===== config.mk =====
export PLATFORM = sky130hd
export DESIGN_NAME = dm_cache_control_flat
export DESIGN_NICKNAME = d
export VERILOG_FILES = /design/src/rtl/dm_cache_pkg.sv /design/src/rtl/dm_cache_control_if.sv /design/src/rtl/dm_meta_array.sv /design/src/rtl/dm_cache_control.sv /design/src/flat_wrapper.sv
export SDC_FILE = /design/constraint.sdc
export NUM_CORES = 1
export LEC_CHECK = 0
export CAP_MARGIN = 20
export CORE_AREA = 2 2 646 648
export DETAILED_ROUTE_END_ITERATION = 10
export DIE_AREA = 0 0 648 650
export MAX_ROUTING_LAYER = met4
export PLACE_DENSITY_LB_ADDON = 0.3
export SYNTH_ARGS = -nofsm -noshare
export SYNTH_HDL_FRONTEND = slang
export SYNTH_HIERARCHICAL = 1
export SYNTH_SLANG_ARGS = --single-unit

===== constraint.sdc =====
create_clock -name clk -period 7.1 [get_ports clk]
set_input_delay 2.13 -clock clk [delete_from_list [all_inputs] [get_ports clk]]
set_output_delay 2.13 -clock clk [all_outputs]
set_load 0.005 [all_outputs]

===== src/rtl/dm_cache_pkg.sv =====
// Shared types and geometry for the direct-mapped L1 data-cache controller.
// Address layout: {tag, index, byte offset}; one line is 2**S_OFFSET bytes.
package dm_cache_pkg;

  typedef enum logic [1:0] {
    CHECK     = 2'd0,
    WRITEBACK = 2'd1,
    FILL      = 2'd2
  } state_e;

  localparam int ADDR_W   = 32;
  localparam int S_OFFSET = 5;
  localparam int S_INDEX  = 3;
  localparam int LINE_W   = 8 << S_OFFSET;
  localparam int BE_W     = 1 << S_OFFSET;

  function automatic int tag_width(input int s_offset, input int s_index);
    return ADDR_W - s_offset - s_index;
  endfunction

endpackage


===== src/rtl/dm_cache_control_if.sv =====
// Bus bundle around the cache controller: CPU line port, physical-memory port and data-array port.
// The controller connects through `master`; the surrounding cache top / environment uses `slave`.
interface dm_cache_control_if
  import dm_cache_pkg::*;
#(
  parameter int s_offset = S_OFFSET,
  parameter int s_index  = S_INDEX
);

  localparam int LW = 8 << s_offset;
  localparam int BW = 1 << s_offset;

  logic                mem_read;
  logic                mem_write;
  logic [ADDR_W-1:0]   mem_address;
  logic [BW-1:0]       mem_byte_enable256;
  logic [LW-1:0]       mem_wdata256;
  logic [LW-1:0]       mem_rdata256;
  logic                mem_resp;

  logic                pmem_read;
  logic                pmem_write;
  logic [ADDR_W-1:0]   pmem_address;
  logic [LW-1:0]       pmem_wdata;
  logic [LW-1:0]       pmem_rdata;
  logic                pmem_resp;

  logic                da_read;
  logic [s_index-1:0]  da_rindex;
  logic [s_index-1:0]  da_windex;
  logic [BW-1:0]       da_write_en;
  logic [LW-1:0]       da_datain;
  logic [LW-1:0]       da_dataout;

  modport master (
    input  mem_read, mem_write, mem_address, mem_byte_enable256, mem_wdata256,
    input  pmem_rdata, pmem_resp, da_dataout,
    output mem_rdata256, mem_resp,
    output pmem_read, pmem_write, pmem_address, pmem_wdata,
    output da_read, da_rindex, da_windex, da_write_en, da_datain
  );

  modport slave (
    output mem_read, mem_write, mem_address, mem_byte_enable256, mem_wdata256,
    output pmem_rdata, pmem_resp, da_dataout,
    input  mem_rdata256, mem_resp,
    input  pmem_read, pmem_write, pmem_address, pmem_wdata,
    input  da_read, da_rindex, da_windex, da_write_en, da_datain
  );

endinterface


===== src/rtl/dm_meta_array.sv =====
// Per-set tag/valid/dirty storage: combinational read, write on the rising edge.
// Valid and dirty clear on reset; tags are left unreset since valid gates their use.
module dm_meta_array
  import dm_cache_pkg::*;
#(
  parameter int s_index = S_INDEX,
  parameter int s_tag   = ADDR_W - S_OFFSET - S_INDEX
) (
  input  logic               clk,
  input  logic               rst,
  input  logic [s_index-1:0] rindex_i,
  input  logic [s_index-1:0] windex_i,
  input  logic               load_i,
  input  logic               set_dirty_i,
  input  logic [s_tag-1:0]   wtag_i,
  output logic [s_tag-1:0]   tag_o,
  output logic               valid_o,
  output logic               dirty_o
);

  localparam int NSETS = 1 << s_index;

  logic [s_tag-1:0] tag_q [NSETS];
  logic [NSETS-1:0] valid_q, valid_d;
  logic [NSETS-1:0] dirty_q, dirty_d;

  for (genvar gi = 0; gi < NSETS; gi++) begin : g_set
    logic sel;
    assign sel = (windex_i == s_index'(gi));
    assign valid_d[gi] = valid_q[gi] | (load_i & sel);
    // A fresh line is always clean, even if a dirty mark is requested the same cycle.
    assign dirty_d[gi] = (load_i & sel) ? 1'b0 : (dirty_q[gi] | (set_dirty_i & sel));
  end

  always_ff @(posedge clk) begin
    if (rst) begin
      valid_q <= '0;
      dirty_q <= '0;
    end else begin
      valid_q <= valid_d;
      dirty_q <= dirty_d;
    end
  end

  always_ff @(posedge clk) begin
    if (load_i) begin
      tag_q[windex_i] <= wtag_i;
    end
  end

  assign tag_o   = tag_q[rindex_i];
  assign valid_o = valid_q[rindex_i];
  assign dirty_o = dirty_q[rindex_i];

endmodule


===== src/rtl/dm_cache_control.sv =====
// Direct-mapped L1 data-cache sequencer: hit check, dirty write-back and line fill.
// Owns the metadata; the line-wide data array lives beside it in the cache top.
module dm_cache_control
  import dm_cache_pkg::*;
#(
  parameter int s_offset = S_OFFSET,
  parameter int s_index  = S_INDEX
) (
  input logic              clk,
  input logic              rst,
  dm_cache_control_if.master bus
);

  localparam int s_tag = ADDR_W - s_offset - s_index;
  localparam int LW    = 8 << s_offset;
  localparam int BW    = 1 << s_offset;

  logic [s_tag-1:0]   addr_tag;
  logic [s_index-1:0] addr_idx;
  logic               unused_offset_bits;

  assign addr_tag = bus.mem_address[ADDR_W-1 -: s_tag];
  assign addr_idx = bus.mem_address[s_offset +: s_index];
  assign unused_offset_bits = ^bus.mem_address[s_offset-1:0];

  logic [s_tag-1:0] meta_tag;
  logic             meta_valid;
  logic             meta_dirty;
  logic             meta_load;
  logic             meta_set_dirty;

  dm_meta_array #(
    .s_index (s_index),
    .s_tag   (s_tag)
  ) u_meta (
    .clk         (clk),
    .rst         (rst),
    .rindex_i    (addr_idx),
    .windex_i    (addr_idx),
    .load_i      (meta_load),
    .set_dirty_i (meta_set_dirty),
    .wtag_i      (addr_tag),
    .tag_o       (meta_tag),
    .valid_o     (meta_valid),
    .dirty_o     (meta_dirty)
  );

  state_e state_q, state_d;

  logic              req;
  logic              hit;
  logic              mem_resp_c;
  logic              pmem_read_c;
  logic              pmem_write_c;
  logic [ADDR_W-1:0] pmem_addr_c;
  logic [BW-1:0]     da_we_c;
  logic [LW-1:0]     da_din_c;

  assign req = bus.mem_read | bus.mem_write;
  assign hit = meta_valid && (meta_tag == addr_tag);

  always_ff @(posedge clk) begin
    if (rst) begin
      state_q <= CHECK;
    end else begin
      state_q <= state_d;
    end
  end

  // Everything is held idle during reset so a late pmem_resp cannot commit a fill.
  always_comb begin
    state_d        = state_q;
    mem_resp_c     = 1'b0;
    pmem_read_c    = 1'b0;
    pmem_write_c   = 1'b0;
    pmem_addr_c    = '0;
    da_we_c        = '0;
    da_din_c       = '0;
    meta_load      = 1'b0;
    meta_set_dirty = 1'b0;
    if (!rst) begin
      case (state_q)
        CHECK: begin
          if (req) begin
            if (hit) begin
              mem_resp_c = 1'b1;
              if (bus.mem_write) begin
                da_we_c        = bus.mem_byte_enable256;
                da_din_c       = bus.mem_wdata256;
                meta_set_dirty = 1'b1;
              end
            end else if (meta_valid && meta_dirty) begin
              state_d = WRITEBACK;
            end else begin
              state_d = FILL;
            end
          end
        end
        WRITEBACK: begin
          pmem_write_c = 1'b1;
          pmem_addr_c  = {meta_tag, addr_idx, {s_offset{1'b0}}};
          if (bus.pmem_resp) begin
            state_d = FILL;
          end
        end
        FILL: begin
          pmem_read_c = 1'b1;
          pmem_addr_c = {addr_tag, addr_idx, {s_offset{1'b0}}};
          if (bus.pmem_resp) begin
            da_we_c   = '1;
            da_din_c  = bus.pmem_rdata;
            meta_load = 1'b1;
            state_d   = CHECK;
          end
        end
        default: state_d = CHECK;
      endcase
    end
  end

  assign bus.mem_resp     = mem_resp_c;
  assign bus.mem_rdata256 = bus.da_dataout;
  assign bus.pmem_read    = pmem_read_c;
  assign bus.pmem_write   = pmem_write_c;
  assign bus.pmem_address = pmem_addr_c;
  assign bus.pmem_wdata   = bus.da_dataout;
  assign bus.da_read      = 1'b1;
  assign bus.da_rindex    = addr_idx;
  assign bus.da_windex    = addr_idx;
  assign bus.da_write_en  = da_we_c;
  assign bus.da_datain    = da_din_c;

endmodule


===== src/flat_wrapper.sv =====
// flat-port wrapper written by rule: the top's interface ports become plain ports
module dm_cache_control_flat import dm_cache_pkg::*;
#(
  parameter int s_offset = S_OFFSET,
  parameter int s_index  = S_INDEX
)
  (clk, rst, bus_mem_read, bus_mem_write, bus_mem_address, bus_mem_byte_enable256, bus_mem_wdata256, bus_pmem_rdata, bus_pmem_resp, bus_da_dataout, bus_mem_rdata256, bus_mem_resp, bus_pmem_read, bus_pmem_write, bus_pmem_address, bus_pmem_wdata, bus_da_read, bus_da_rindex, bus_da_windex, bus_da_write_en, bus_da_datain);
  dm_cache_control_if #(.s_offset(s_offset), .s_index(s_index)) bus_i ();
  input logic clk;
  input logic rst;
  input wire logic [$bits(bus_i.mem_read)-1:0] bus_mem_read;
  input wire logic [$bits(bus_i.mem_write)-1:0] bus_mem_write;
  input wire logic [$bits(bus_i.mem_address)-1:0] bus_mem_address;
  input wire logic [$bits(bus_i.mem_byte_enable256)-1:0] bus_mem_byte_enable256;
  input wire logic [$bits(bus_i.mem_wdata256)-1:0] bus_mem_wdata256;
  input wire logic [$bits(bus_i.pmem_rdata)-1:0] bus_pmem_rdata;
  input wire logic [$bits(bus_i.pmem_resp)-1:0] bus_pmem_resp;
  input wire logic [$bits(bus_i.da_dataout)-1:0] bus_da_dataout;
  output wire logic [$bits(bus_i.mem_rdata256)-1:0] bus_mem_rdata256;
  output wire logic [$bits(bus_i.mem_resp)-1:0] bus_mem_resp;
  output wire logic [$bits(bus_i.pmem_read)-1:0] bus_pmem_read;
  output wire logic [$bits(bus_i.pmem_write)-1:0] bus_pmem_write;
  output wire logic [$bits(bus_i.pmem_address)-1:0] bus_pmem_address;
  output wire logic [$bits(bus_i.pmem_wdata)-1:0] bus_pmem_wdata;
  output wire logic [$bits(bus_i.da_read)-1:0] bus_da_read;
  output wire logic [$bits(bus_i.da_rindex)-1:0] bus_da_rindex;
  output wire logic [$bits(bus_i.da_windex)-1:0] bus_da_windex;
  output wire logic [$bits(bus_i.da_write_en)-1:0] bus_da_write_en;
  output wire logic [$bits(bus_i.da_datain)-1:0] bus_da_datain;
  assign bus_i.mem_read = bus_mem_read;
  assign bus_i.mem_write = bus_mem_write;
  assign bus_i.mem_address = bus_mem_address;
  assign bus_i.mem_byte_enable256 = bus_mem_byte_enable256;
  assign bus_i.mem_wdata256 = bus_mem_wdata256;
  assign bus_i.pmem_rdata = bus_pmem_rdata;
  assign bus_i.pmem_resp = bus_pmem_resp;
  assign bus_i.da_dataout = bus_da_dataout;
  assign bus_mem_rdata256 = bus_i.mem_rdata256;
  assign bus_mem_resp = bus_i.mem_resp;
  assign bus_pmem_read = bus_i.pmem_read;
  assign bus_pmem_write = bus_i.pmem_write;
  assign bus_pmem_address = bus_i.pmem_address;
  assign bus_pmem_wdata = bus_i.pmem_wdata;
  assign bus_da_read = bus_i.da_read;
  assign bus_da_rindex = bus_i.da_rindex;
  assign bus_da_windex = bus_i.da_windex;
  assign bus_da_write_en = bus_i.da_write_en;
  assign bus_da_datain = bus_i.da_datain;
  dm_cache_control #(.s_offset(s_offset), .s_index(s_index)) u_core (.clk(clk), .rst(rst), .bus(bus_i));
endmodule

## Word-level counts from Yosys, hierarchy flattened

Memories as Yosys holds them, arrays and structs flattened.
Cells that the tools add are included.
W data, S select, Z words.

- Bitwise operators: 33
- Order comparisons: 1
- Reduce and logical (&&, ||, !) cells: 13
- Mux-type cells: 42
- Equal/unequal tests: 14

Operators with widths:

| kind | number |
|---|---|
| $mux W256 | 5 |
| $pmux W256 S2 | 1 |
| $mux W32 | 6 |
| $pmux W32 S2 | 2 |
| $eq A24 B24 Y1 | 1 |
| $mux W1 | 20 |
| $or A1 B1 Y1 | 17 |
| $and A1 B1 Y1 | 16 |
| $reduce_or A2 Y1 | 8 |
| $eq A3 B3 Y1 const B | 4 |
| $mux W2 | 5 |
| $bmux W1 S3 | 2 |
| $eq A3 B2 Y1 const B | 2 |
| $ne A2 B2 Y1 const B | 3 |
| $pmux W2 S3 | 1 |
| $lt A3 B4 Y1 const B | 1 |
| $reduce_and A4 Y1 | 1 |
| $eq A3 B1 Y1 const B | 1 |
| $logic_not A3 Y1 | 1 |
| $eq A2 B1 Y1 const B | 1 |
| $eq A2 B2 Y1 const B | 1 |
| $logic_and A1 B1 Y1 | 2 |
| $logic_not A2 Y1 | 1 |
| $ne A2 B1 Y1 const B | 1 |

- Logic and storage cells: 114
- Memories: 1
- Flip-flop bits (word level): 18
- Input port bits: 837
- Output and inout bits: 842
- Bits in writable memories: 192

Memory list:

| memory | depth | width | rd ports | clocked after Yosys merged registers in | write ports | RTL line | RTL |
|---|---|---|---|---|---|---|---|
| u_core.u_meta.tag_q | 8 | 24 | 1 | 0 | 1 | dm_meta_array.sv:23 | `logic [s_tag-1:0] tag_q [NSETS];` |

## Longest topological paths before layout

Gate-level depths: netlist of the first run.

- Depth in word-level cells: 9
- Gate-level depth with buffers: 12
- Gate-level depth less buffers: 8

## By module

Netlist of the first run, hierarchy kept.

By module, submodules not included:

| module | times used | area an instance (µm²) | sequential area each (µm²) | cells each |
|---|---|---|---|---|
| dm_meta_array | 1 | 8141.6 | 6085.8 | 344 |
| dm_cache_control | 1 | 7689.9 | 40.0 | 999 |

## Worst setup path after synthesis of the first run

Ideal clock, no wire load.

- Path kind: in2out
- Start: in bus_mem_address[5]
- End: out bus_da_datain[148]
- Cell stages on the path: 12
- Data required time: 4.970 ns
- Arrival: 4.830 ns
- Path buffers: 5
- Slack: 0.140 ns
- Path through: buf_6 -> buf_6 -> mux4_1 -> mux2_2 -> xnor2_1 -> nand4_1 -> or4_1 -> nor4_1 -> buf_4 -> buf_12 -> buf_6 -> a22o_1

- Word-level cells in the longest chain between the ends: 7
- Elaborated cells between the ends (all ways): 9
- Those cells by class: eq/ne: 1; mux: 6; reduce/logical: 1; memory: 1

RTL lines:

| item | RTL line | RTL |
|---|---|---|
| start, declared | flat_wrapper.sv:13 | `input wire logic [$bits(bus_i.mem_address)-1:0] bus_mem_address;` |
| $mem_v2 Z8 W24 | -- |  |
| via u_core.meta_tag[10] | dm_cache_control.sv:26 | `logic [s_tag-1:0] meta_tag;` |
| $eq A24 B24 Y1 | dm_cache_control.sv:60 | `assign hit = meta_valid && (meta_tag == addr_tag);` |
| $logic_and A1 B1 Y1 | dm_cache_control.sv:60 |  |
| $mux W256 | dm_cache_control.sv:85 | `if (hit) begin` |
| $mux W256 | dm_cache_control.sv:84 | `if (req) begin` |
| $pmux W256 S2 | dm_cache_control.sv:82 | `case (state_q)` |
| $mux W256 | dm_cache_control.sv:81 | `if (!rst) begin` |
| end, declared | flat_wrapper.sv:29 | `output wire logic [$bits(bus_i.da_datain)-1:0] bus_da_datain;` |

The timed path passes the listed nets, and every way through them passes these cells. The select of a mux whose other input is x is not followed.

## Final worst setup path of the first run

- Start: in bus_mem_address[5]
- End: out bus_da_datain[16]

Same word-level chain as after synthesis.

==> metrics.csv, run 1 <==
stage;metric;value;unit
run_status;status;finished with violations;
run_status;violations;negative setup slack;
setup_path;end_kind;primary output;
setup_path;worstSetupPathType;in2out;
final_layout;layout_common_cells;604 x clkdlybuf4s50_1, 205 x buf_12, 192 x edfxtp_1, 191 x buf_6, 172 x a22o_4;
synth;post_synth.cell_area_avg;11.8;um^2
synth;ys_seq_area_share;38.7;%
synth;synthArstFlopShare;0;%
die;dieArea;421000;um^2
synth;synth_area;15800;um^2
synth;synth.area.top_cells;edfxtp_1 36%, buf_4 25%, a22o_1 14%;
final_layout;fill_cells;47800;
timing;max_slew.worst_pin.slew;1030;ps
detailed_routing;routed_wl;289000;um
timing;finalSetupViolations;289;
timing;holdWs;460;ps
timing;slew_viol_final;0;
detailed_routing;drt-pass1-iter-count;5;
detailed_routing;drc;0;
setup_path;startpoint_type;input pin;
synth;netlist.area_leader.share;36.4;%
detailed_routing;detail-route-antenna-nets;0;
final_layout;layout_commonest_cell;clkdlybuf4s50_1;
global_routing;grt_pass1_vias;15100;
die;num_rows;237;
place;place_congestion;0.947;
power;leakage;11.9;nW
power;power_density;107;nW/um^2
synth;ys_ff_latch;210;
worst_hold_path;whs_path_depth;2;
timing;rsz0062_at_grt;true;
detailed_routing;wl_per_cell;38.1;um
place;pre_cts_slack;-1670;ps
cts;hold_buffers;0;
place;place_area;30900;um^2
synth;yosysUniqueCellTypes;44;
place;io_buffers;899;
timing;fmax;0.124;GHz
cts;path_clk_slew;60;ps
cts;htreeDepth;1;
timing;skew;10.1;ps
synth;yosys_warnings;6;
cts;worst_skew_pair.late_latency;520;ps
setup_path;critPathRequiredTime;4970;ps
detailed_routing;via_count;15100;
final_layout;stdcell_area;35000;um^2
final_layout;ff_latch_area;6130;um^2
timing;fin_setup_tns;-205730;ps
setup_path;crit_path_max_fanout;7;
final_layout;drive_above_1_share;45.3;%
timing;timing.final.crit_period;8050;ps
global_routing;grt_first_pass_wirelength;322000;um
timing;min_period_over_period;113;%
cts;cts_sinks;210;
global_routing;antenna_found_initial;218;
setup_path;worstRegToRegCells;11;
power;power;3.75;mW
cts;cts_root_buf;clkbuf_16;
run;maxCapViolCount;0;
final_layout;finalNonFillerCells;7578;
final_layout;multi_input_area;6770;um^2
synth;synth-edff-count;192;
die;initial_utilization;3.82;%
die;die_w;648;um
cts;clk_path_buf_depth;3;
power;ir_drop;0.146;mV
place;hpwl;264000;um
global_routing;grt_max_degree;35;
global_routing;grt_use_total;13.5;%
global_routing;overflow;0;
final_layout;fin_util;8.43;%
final_layout;synthToLayoutAreaGrowth;121;%
final_layout;nets;2810;
timing;setup_ws;-952;ps
timing;finalHoldViolCount;0;
worst_hold_path;hold_class;reg2reg;
setup_path;cp.arrival;5920;ps
die;coreArea;415000;um^2
synth;synth_top_area_cell;edfxtp_1;
cts;tritoncts;done;
detailed_routing;first_iter_violations;990;
cts;numCtsBuffers;24;
synth;ys.flop_type;edfxtp_1;
detailed_routing;routed_via_density;1.99;
synth;syn_inst;1343;
place;dp_cells;7334;
timing;max-slew-margin-rel;31.1;%
die;die_h;650;um
die;ios;1679;
registers in the layout, summed over array words and instances (netlist names):
name,cells
u_core/state_q,2
u_core/u_meta/tag_q,192
u_core/u_meta/valid_q,8
u_core/u_meta/dirty_q,8
Yosys cell counts (all sizes together) (2+ instances only):
cell type  instances
nor2b              2
nand4b             4
buf              565
and2               4
a21oi              2
a22oi             24
mux2              27
xnor2             13
inv               10
ha                 3
conb               2
a22o             256
and4bb             3
mux4              52
and4b              3
a21o              32
a211oi             7
or4bb              2
nor3               2
nor2              30
nand3              2
o21ba              8
xor2              11
nand2b             2
nand4              3
clkbuf            51
edfxtp           192
dfxtp             18
nor4               4
per-layer routing:
layer  part of all wire [%]  up-vias  track usage (%)
met1                     26     7199             9.74
met5                      0        -                -
met2                     54     1434             25.5
met3                     17      470             9.80
met4                    3.7        0             3.44
li1                       -     5948                -
kinds of logic after synthesis:
logic type,share of synthesized area [%]
xor+xnor,1.33
buf+inv,29.0
fa+ha+maj,0.237
simple gates,2.54
flops,38.7
compound gates,17.8
other cells,0.0474
mux,10.3
path summary, 6_finish.rpt:
path / startpoint / endpoint / slack [ps]
max: bus_mem_address[5] / bus_da_datain[16] / -950
min: u_core/u_meta/dirty_q[3]$_SDFF_PP0_ / u_core/u_meta/dirty_q[3]$_SDFF_PP0_ / 460
max reg2reg: u_core/u_meta/tag_q[5][22]$_DFFE_PP_ / u_core/u_meta/dirty_q[0]$_SDFF_PP0_ / 3270
min reg2reg: u_core/u_meta/dirty_q[3]$_SDFF_PP0_ / u_core/u_meta/dirty_q[3]$_SDFF_PP0_ / 460
repair_timing:
action	in CTS	in global routing
setup buffers	86	55
hold endpoints to repair	0	0
resized for setup	860	253
pin swaps	80	114
setup endpoints to repair	289	289
cloned	19	2
power breakdown:
group | switching (mW) | internal (mW) | total [mW]
registers | 0.00234 | 1.36 | 1.36
clock network | 0.483 | 0.652 | 1.14
logic | 0.579 | 0.674 | 1.25
worst max-delay path, stage by stage:
cell and delay (ps):
buf_16 130, buf_6 170, buf_6 150, mux4_1 580, mux2_2 300, xor2_1 150
nor4_1 280, buf_4 200, nand3_2 110, buf_6 150, nor4_4 260, buf_12 180
buf_12 130, buf_16 150, buf_12 140, buf_16 120, buf_6 100, buf_6 90
buf_6 80, a22o_4 150, buf_6 100
layout make-up:
type / count / share of cell area [%]
Antenna cell: 93 / 0.665
Inverter: 10 / 0.107
Timing Repair Buffer: 1213 / 40.7
Clock inverter: 9 / 0.111
Clock buffer: 35 / 1.92
Multi-Input combinational cell: 511 / 19.3
Sequential cell: 210 / 17.5
Tap cell: 5497 / 19.7
(Power assumes the default switching activity.)
==> inputs of run 2 (changes only) <==
==> constraint.sdc (replaced) <==
create_clock -name clk -period 7.1 [get_ports clk]
set_input_delay 2.13 -clock clk [delete_from_list [all_inputs] [get_ports clk]]
set_output_delay 2.13 -clock clk [all_outputs]
set_load 0.05 [all_outputs]
==> metrics.csv, run 2 (synthesis results as in run 1) <==
stage;metric;value;unit;change
setup_path;max_stage_delay;560;ps;was 580 ps
die;dieArea;421000;um^2;unchanged
run;maxCapViolCount;0;;unchanged
global_routing;use_met3;8.21;%;was 9.80%
detailed_routing;routed_wl;260000;um;was 289000 um
global_routing;grt-busiest-layer;met2;;unchanged
die;ios;1679;;unchanged
timing;skew;12.0;ps;was 10.1 ps
detailed_routing;first_iter_violations;864;;was 990
setup_path;crit_top_cell;buf_12;;was buf_6
timing;slew_viol_final;0;;unchanged
timing;fmax;0.126;GHz;was 0.124 GHz
global_routing;globalRouteMet1Util;9.02;%;was 9.74%
timing;holdWs;464;ps;was 460 ps
final_layout;multi_input_area;7660;um^2;was 6770 um^2
place;place_congestion;0.915;;was 0.947
setup_path;cp.arrival;5780;ps;was 5920 ps
timing;setup_ws;-813;ps;was -952 ps
cts;cts_sinks;210;;unchanged
final_layout;synthToLayoutAreaGrowth;131;%;was 121%
setup_path;slowest_stage;or4_4;;was mux4_1
global_routing;antenna_found_initial;98;;was 218
timing;finalSetupViolations;289;;unchanged
timing;min_period_over_period;111;%;was 113%
place;dp_cells;7272;;was 7334
setup_path;startpoint_type;input pin;;unchanged
run_status;violations;negative setup slack;;unchanged
global_routing;grt_max_degree;66;;was 35
cts;clk_path_buf_depth;3;;unchanged
global_routing;met2_usage;23.0;%;was 25.5%
global_routing;grt_use_total;12.0;%;was 13.5%
final_layout;drive_above_1_share;49.6;%;was 45.3%
setup_path;crit_chain;buf_12, buf_16, buf_6, mux4_2, mux2_4, xnor2_4, buf_6, nand4_1, buf_6, or4_4, nor4_4, buf_12, buf_16, buf_16, buf_12, a22o_2, buf_12;;was buf_16, buf_6, buf_6, mux4_1, mux2_2, xor2_1, nor4_1, buf_4, nand3_2, buf_6, nor4_4, buf_12, buf_12, buf_16, buf_12, buf_16, buf_6, buf_6, buf_6, a22o_4, buf_6
timing;timing.final.crit_period;7910;ps;was 8050 ps
detailed_routing;via_count;14200;;was 15100
power;power_density;111;nW/um^2;was 107 nW/um^2
cts;hold_buffers;0;;unchanged
timing;rsz0062_at_grt;true;;unchanged
setup_path;crit_path_max_fanout;12;;was 7
final_layout;largest_register;u_core/u_meta/tag_q;;unchanged
power;ir_drop;0.130;mV;was 0.146 mV
detailed_routing;wl_per_cell;35.0;um;was 38.1 um
detailed_routing;drt-pass1-iter-count;5;;unchanged
timing;fin_setup_tns;-199200;ps;was -205730 ps
die;coreArea;415000;um^2;unchanged
run_status;status;finished with violations;;unchanged
detailed_routing;routed_via_density;1.91;;was 1.99
final_layout;ff_latch_area;6130;um^2;unchanged
final_layout;nets;2710;;was 2810
cts;path_clk_slew;60;ps;about the same
setup_path;worstSetupPathType;in2out;;unchanged
cts;cts_root_buf;clkbuf_16;;unchanged
die;die_h;650;um;unchanged
die;die_w;648;um;unchanged
timing;max_slew.worst_pin.slew;1040;ps;was 1030 ps
die;num_rows;237;;unchanged
detailed_routing;drc;0;;unchanged
detailed_routing;detail-route-antenna-nets;0;;unchanged
global_routing;grt_pass1_vias;14400;;was 15100
cts;worst_skew_pair.late_latency;510;ps;was 520 ps
place;hpwl;234000;um;was 264000 um
final_layout;largest_reg_flops;192;;unchanged
place;io_buffers;899;;unchanged
place;pre_cts_slack;-1830;ps;was -1670 ps
timing;max-slew-margin-rel;30.7;%;was 31.1%
timing;finalHoldViolCount;0;;unchanged
cts;tritoncts;done;;unchanged
final_layout;finalNonFillerCells;7418;;was 7578
final_layout;layout_commonest_cell;clkdlybuf4s50_1;;unchanged
final_layout;fill_cells;47600;;was 47800
setup_path;critPathRequiredTime;4970;ps;about the same
worst_hold_path;hold_class;reg2reg;;unchanged
die;initial_utilization;3.82;%;unchanged
setup_path;reg2reg_slack;3250;ps;was 3270 ps
setup_path;end_kind;primary output;;unchanged
cts;numCtsBuffers;23;;was 24
cts;htreeDepth;1;;unchanged
global_routing;overflow;0;;unchanged
global_routing;grt_first_pass_wirelength;289000;um;was 322000 um
final_layout;layout_common_cells;580 x clkdlybuf4s50_1, 352 x buf_12, 237 x a22o_4, 192 x edfxtp_1, 114 x buf_4;;was 604 x clkdlybuf4s50_1, 205 x buf_12, 192 x edfxtp_1, 191 x buf_6, 172 x a22o_4
final_layout;reg_top3;u_core/u_meta/tag_q (192), u_core/u_meta/dirty_q (8), u_core/u_meta/valid_q (8);;unchanged
power;leakage;12.1;nW;was 11.9 nW
-- run 2: cell types whose count changed in the layout (fill, tap and decap cells not counted), sizes merged, moves of 3 or more --
cell	delta
buf	-72
clkinv	-3
diode	-56
clkdlybuf4s50	-24
clkbuf	-6
-- run 2: per-stage QoR --
| step | util (%) | area, um^2 | power (mW) |
|---|---|---|---|
| floorplan | - | 16500 | 2.65 |
| global placement | 7.80 | 32400 | 2.92 |
| detailed placement | 7.80 | 32400 | 2.92 |
| CTS | 8.51 | 35300 | 4.12 |
| global route | 8.80 | 36500 | 4.21 |
| finish | 8.80 | 36500 | 4.07 |
-- run 2: cell type report --
type	instances	share of cell area, %
Clock inverter	7	0.161
Sequential cell	210	16.8
Tap cell	5497	18.8
Timing Repair Buffer	1114	41.2
Inverter	10	0.103
Multi-Input combinational cell	511	21.0
Antenna cell	37	0.254
Clock buffer	32	1.67
-- run 2: routing by layer --
metal	vias to the layer above	routed length [um]
met1	6982	68600
met4	0	6870
met5	-	0
met3	306	41600
met2	1212	143000
li1	5672	-
-- run 2: worst max-delay path: cells and delay by family --
family | cells | cell delay [ps]
muxes | 2 | 610
AOI/OAI and AO/OA | 1 | 200
xor gates and xnor gates | 1 | 170
and+or+nand+nor | 3 | 1000
buffers and inverters | 10 | 1520
-- run 2: path summary, 6_finish.rpt --
path                                  startpoint                                   to  cells past startpoint
max                           bus_mem_address[7]                    bus_da_datain[41]                     17
min          u_core/u_meta/dirty_q[4]$_SDFF_PP0_  u_core/u_meta/dirty_q[4]$_SDFF_PP0_                      2
max reg2reg  u_core/u_meta/tag_q[0][3]$_DFFE_PP_  u_core/u_meta/dirty_q[0]$_SDFF_PP0_                     12
min reg2reg  u_core/u_meta/dirty_q[4]$_SDFF_PP0_  u_core/u_meta/dirty_q[4]$_SDFF_PP0_                      2
-- run 2: report_power, final --
| part | switching, mW | internal [mW] |
|---|---|---|
| Sequential | 0.00210 | 1.36 |
| Clock | 0.467 | 0.631 |
| Combinational | 0.832 | 0.777 |
-- run 2: what timing repair did --
action | CTS | global route
endpoints found under the setup margin | 289 | 289
pin swaps | 21 | 62
cloned | 15 | 12
buffers inserted | 28 | 26
resized for setup | 269 | 131
==> inputs of run 3 (changes only) <==
--- a/config.mk
+++ b/config.mk
@@ -10,7 +10,7 @@
 export DETAILED_ROUTE_END_ITERATION = 10
 export DIE_AREA = 0 0 648 650
 export MAX_ROUTING_LAYER = met4
-export PLACE_DENSITY_LB_ADDON = 0.3
+export PLACE_DENSITY = 0.3
 export SYNTH_ARGS = -nofsm -noshare
 export SYNTH_HDL_FRONTEND = slang
 export SYNTH_HIERARCHICAL = 1
==> metrics.csv, run 3 (synthesis results as in run 1) <==
stage;metric;value;unit;change
timing;finalHoldViolCount;0;;unchanged
final_layout;finalNonFillerCells;7386;;was 7418
die;ios;1679;;unchanged
setup_path;cp_top_family;buffers and inverters;;unchanged
timing;min_period_over_period;112;%;was 111%
worst_hold_path;hold_class;reg2reg;;unchanged
power;power_density;119;nW/um^2;was 111 nW/um^2
final_layout;largest_register;u_core/u_meta/tag_q;;unchanged
place;place_congestion;0.927;;was 0.915
cts;clk_path_buf_depth;3;;unchanged
global_routing;grt_pass1_vias;14500;;was 14400
cts;numCtsBuffers;25;;was 23
die;coreArea;415000;um^2;unchanged
die;die_h;650;um;unchanged
cts;worst_skew_pair.late_latency;530;ps;was 510 ps
detailed_routing;routed_via_density;1.95;;was 1.91
cts;cts_sinks;210;;unchanged
global_routing;grt_first_pass_wirelength;304000;um;was 289000 um
cts;htreeDepth;1;;unchanged
timing;rsz0062_at_grt;true;;unchanged
timing;max_slew.worst_pin.slew;1070;ps;was 1040 ps
detailed_routing;first_iter_violations;881;;was 864
global_routing;overflow;0;;unchanged
timing;skew;6.22;ps;was 12.0 ps
place;pre_cts_slack;-1410;ps;was -1830 ps
final_layout;layout_common_cells;580 x clkdlybuf4s50_1, 354 x buf_12, 222 x a22o_4, 192 x edfxtp_1, 112 x buf_4;;was 580 x clkdlybuf4s50_1, 352 x buf_12, 237 x a22o_4, 192 x edfxtp_1, 114 x buf_4
setup_path;end_kind;primary output;;unchanged
setup_path;path_buf_inv;9;;was 10
setup_path;worstSetupPathType;in2out;;unchanged
setup_path;crit_path_max_fanout;8;;was 12
run_status;violations;negative setup slack;;unchanged
detailed_routing;top_layer;met4;;unchanged
detailed_routing;via_count;14400;;was 14200
global_routing;grt_use_total;12.7;%;was 12.0%
die;num_rows;237;;unchanged
timing;finalSetupViolations;289;;unchanged
setup_path;slowest_stage;mux4_1;;was or4_4
timing;timing.final.crit_period;7960;ps;was 7910 ps
setup_path;max_stage_delay;580;ps;was 560 ps
cts;tritoncts;done;;unchanged
cts;hold_buffers;0;;unchanged
global_routing;antenna_found_initial;110;;was 98
timing;holdWs;463;ps;was 464 ps
die;initial_utilization;3.82;%;unchanged
final_layout;stdcell_area;36100;um^2;was 36500 um^2
detailed_routing;wl_met1;76500;um;was 68600 um
power;leakage;11.9;nW;was 12.1 nW
timing;slew_viol_final;0;;unchanged
final_layout;fin_util;8.71;%;was 8.80%
place;io_buffers;899;;unchanged
die;dieArea;421000;um^2;unchanged
run;maxCapViolCount;0;;unchanged
setup_path;crit_chain;buf_16, buf_12, mux4_1, mux2_2, xnor2_2, buf_4, nand4_1, or4_4, nor4_4, buf_12, buf_6, buf_12, buf_16, buf_12, a22o_4, buf_12;;was buf_12, buf_16, buf_6, mux4_2, mux2_4, xnor2_4, buf_6, nand4_1, buf_6, or4_4, nor4_4, buf_12, buf_16, buf_16, buf_12, a22o_2, buf_12
detailed_routing;drt-pass1-iter-count;5;;unchanged
final_layout;synthToLayoutAreaGrowth;128;%;was 131%
timing;setup_ws;-860;ps;was -813 ps
detailed_routing;drc;0;;unchanged
place;dp_cells;7272;;unchanged
power;power;4.30;mW;was 4.07 mW
final_layout;fill_cells;47600;;about the same
setup_path;critPathRequiredTime;4970;ps;about the same
setup_path;cp.arrival;5830;ps;was 5780 ps
detailed_routing;detail-route-antenna-nets;0;;unchanged
timing;max-slew-margin-rel;28.4;%;was 30.7%
place;place_area;32500;um^2;was 32400 um^2
place;hpwl;248000;um;was 234000 um
detailed_routing;wl_per_cell;37.1;um;was 35.0 um
detailed_routing;wl_met3;51700;um;was 41600 um
detailed_routing;met2_length;138000;um;was 143000 um
cts;cts_root_buf;clkbuf_16;;unchanged
power;ir_drop;0.137;mV;was 0.130 mV
final_layout;reg_top3;u_core/u_meta/tag_q (192), u_core/u_meta/dirty_q (8), u_core/u_meta/valid_q (8);;unchanged
run_status;status;finished with violations;;unchanged
final_layout;nets;2695;;was 2710
final_layout;drive_above_1_share;49.4;%;was 49.6%
timing;fmax;0.126;GHz;about the same
final_layout;largest_reg_flops;192;;unchanged
setup_path;startpoint_type;input pin;;unchanged
timing;fin_setup_tns;-212610;ps;was -199200 ps
final_layout;layout_commonest_cell;clkdlybuf4s50_1;;unchanged
die;die_w;648;um;unchanged
setup_path;crit_top_cell;buf_12;;unchanged
cts;path_clk_slew;60;ps;about the same
global_routing;grt_max_degree;79;;was 66
detailed_routing;routed_wl;274000;um;was 260000 um
-- run 3: changes by cell type in the layout (fill, tap and decap cells not counted), moves of 4 or more --
cell      change
diode_2      -21
a22o_2       +15
buf_16        -6
buf_6         -4
buf_8         -5
a21o_2       +10
clkbuf_8      +4
a21o_4       -10
a22o_4       -15
-- run 3: worst reg2reg max path, cell delays in order, from the launching register on --
cell	delay (ps)
edfxtp_1	360
mux4_1	530
mux2_2	330
xnor2_2	150
buf_4	160
nand4_1	210
or4_4	510
nor4_4	310
buf_4	170
buf_4	150
or4b_2	590
a211oi_1	240
-- run 3: cell type report --
| class | count | area [um^2] | area share (%) |
|---|---|---|---|
| multi-input combinational | 511 | 7470 | 20.7 |
| tap | 5497 | 6880 | 19.0 |
| inverter | 10 | 37.5 | 0.104 |
| clock inverter | 9 | 143 | 0.395 |
| timing repair buffer | 1097 | 14700 | 40.8 |
| sequential | 210 | 6130 | 17.0 |
| antenna | 16 | 40.0 | 0.111 |
| clock buffer | 36 | 707 | 1.96 |
-- run 3: layer usage --
layer	vias to the layer above	GRT usage, %
li1	5618	-
met1	7096	10.0
met2	1277	21.9
met3	388	10.6
met4	0	3.04
met5	-	-
-- run 3: worst paths after layout --
path / from / endpoint / slack (ps) / cells after the start
max reg2reg: u_core/u_meta/tag_q[6][11]$_DFFE_PP_ / u_core/u_meta/dirty_q[0]$_SDFF_PP0_ / 3310 / 11
min: u_core/u_meta/dirty_q[4]$_SDFF_PP0_ / u_core/u_meta/dirty_q[4]$_SDFF_PP0_ / 460 / 2
min reg2reg: u_core/u_meta/dirty_q[4]$_SDFF_PP0_ / u_core/u_meta/dirty_q[4]$_SDFF_PP0_ / 460 / 2
max: bus_mem_address[5] / bus_da_datain[99] / -860 / 16
-- run 3: what timing repair did --
item	CTS	global route
endpoints found under the setup margin	289	289
hold endpoints to repair	0	0
gates cloned	12	13
resized for setup	243	89
setup buffers	25	23
pin swaps	25	27
-- run 3: power by group --
| part | internal (mW) | leakage, nW | switching, mW |
|---|---|---|---|
| sequential | 1.36 | 1.87 | 0.00216 |
| clock | 0.832 | 0.417 | 0.500 |
| combinational | 0.767 | 9.65 | 0.840 |
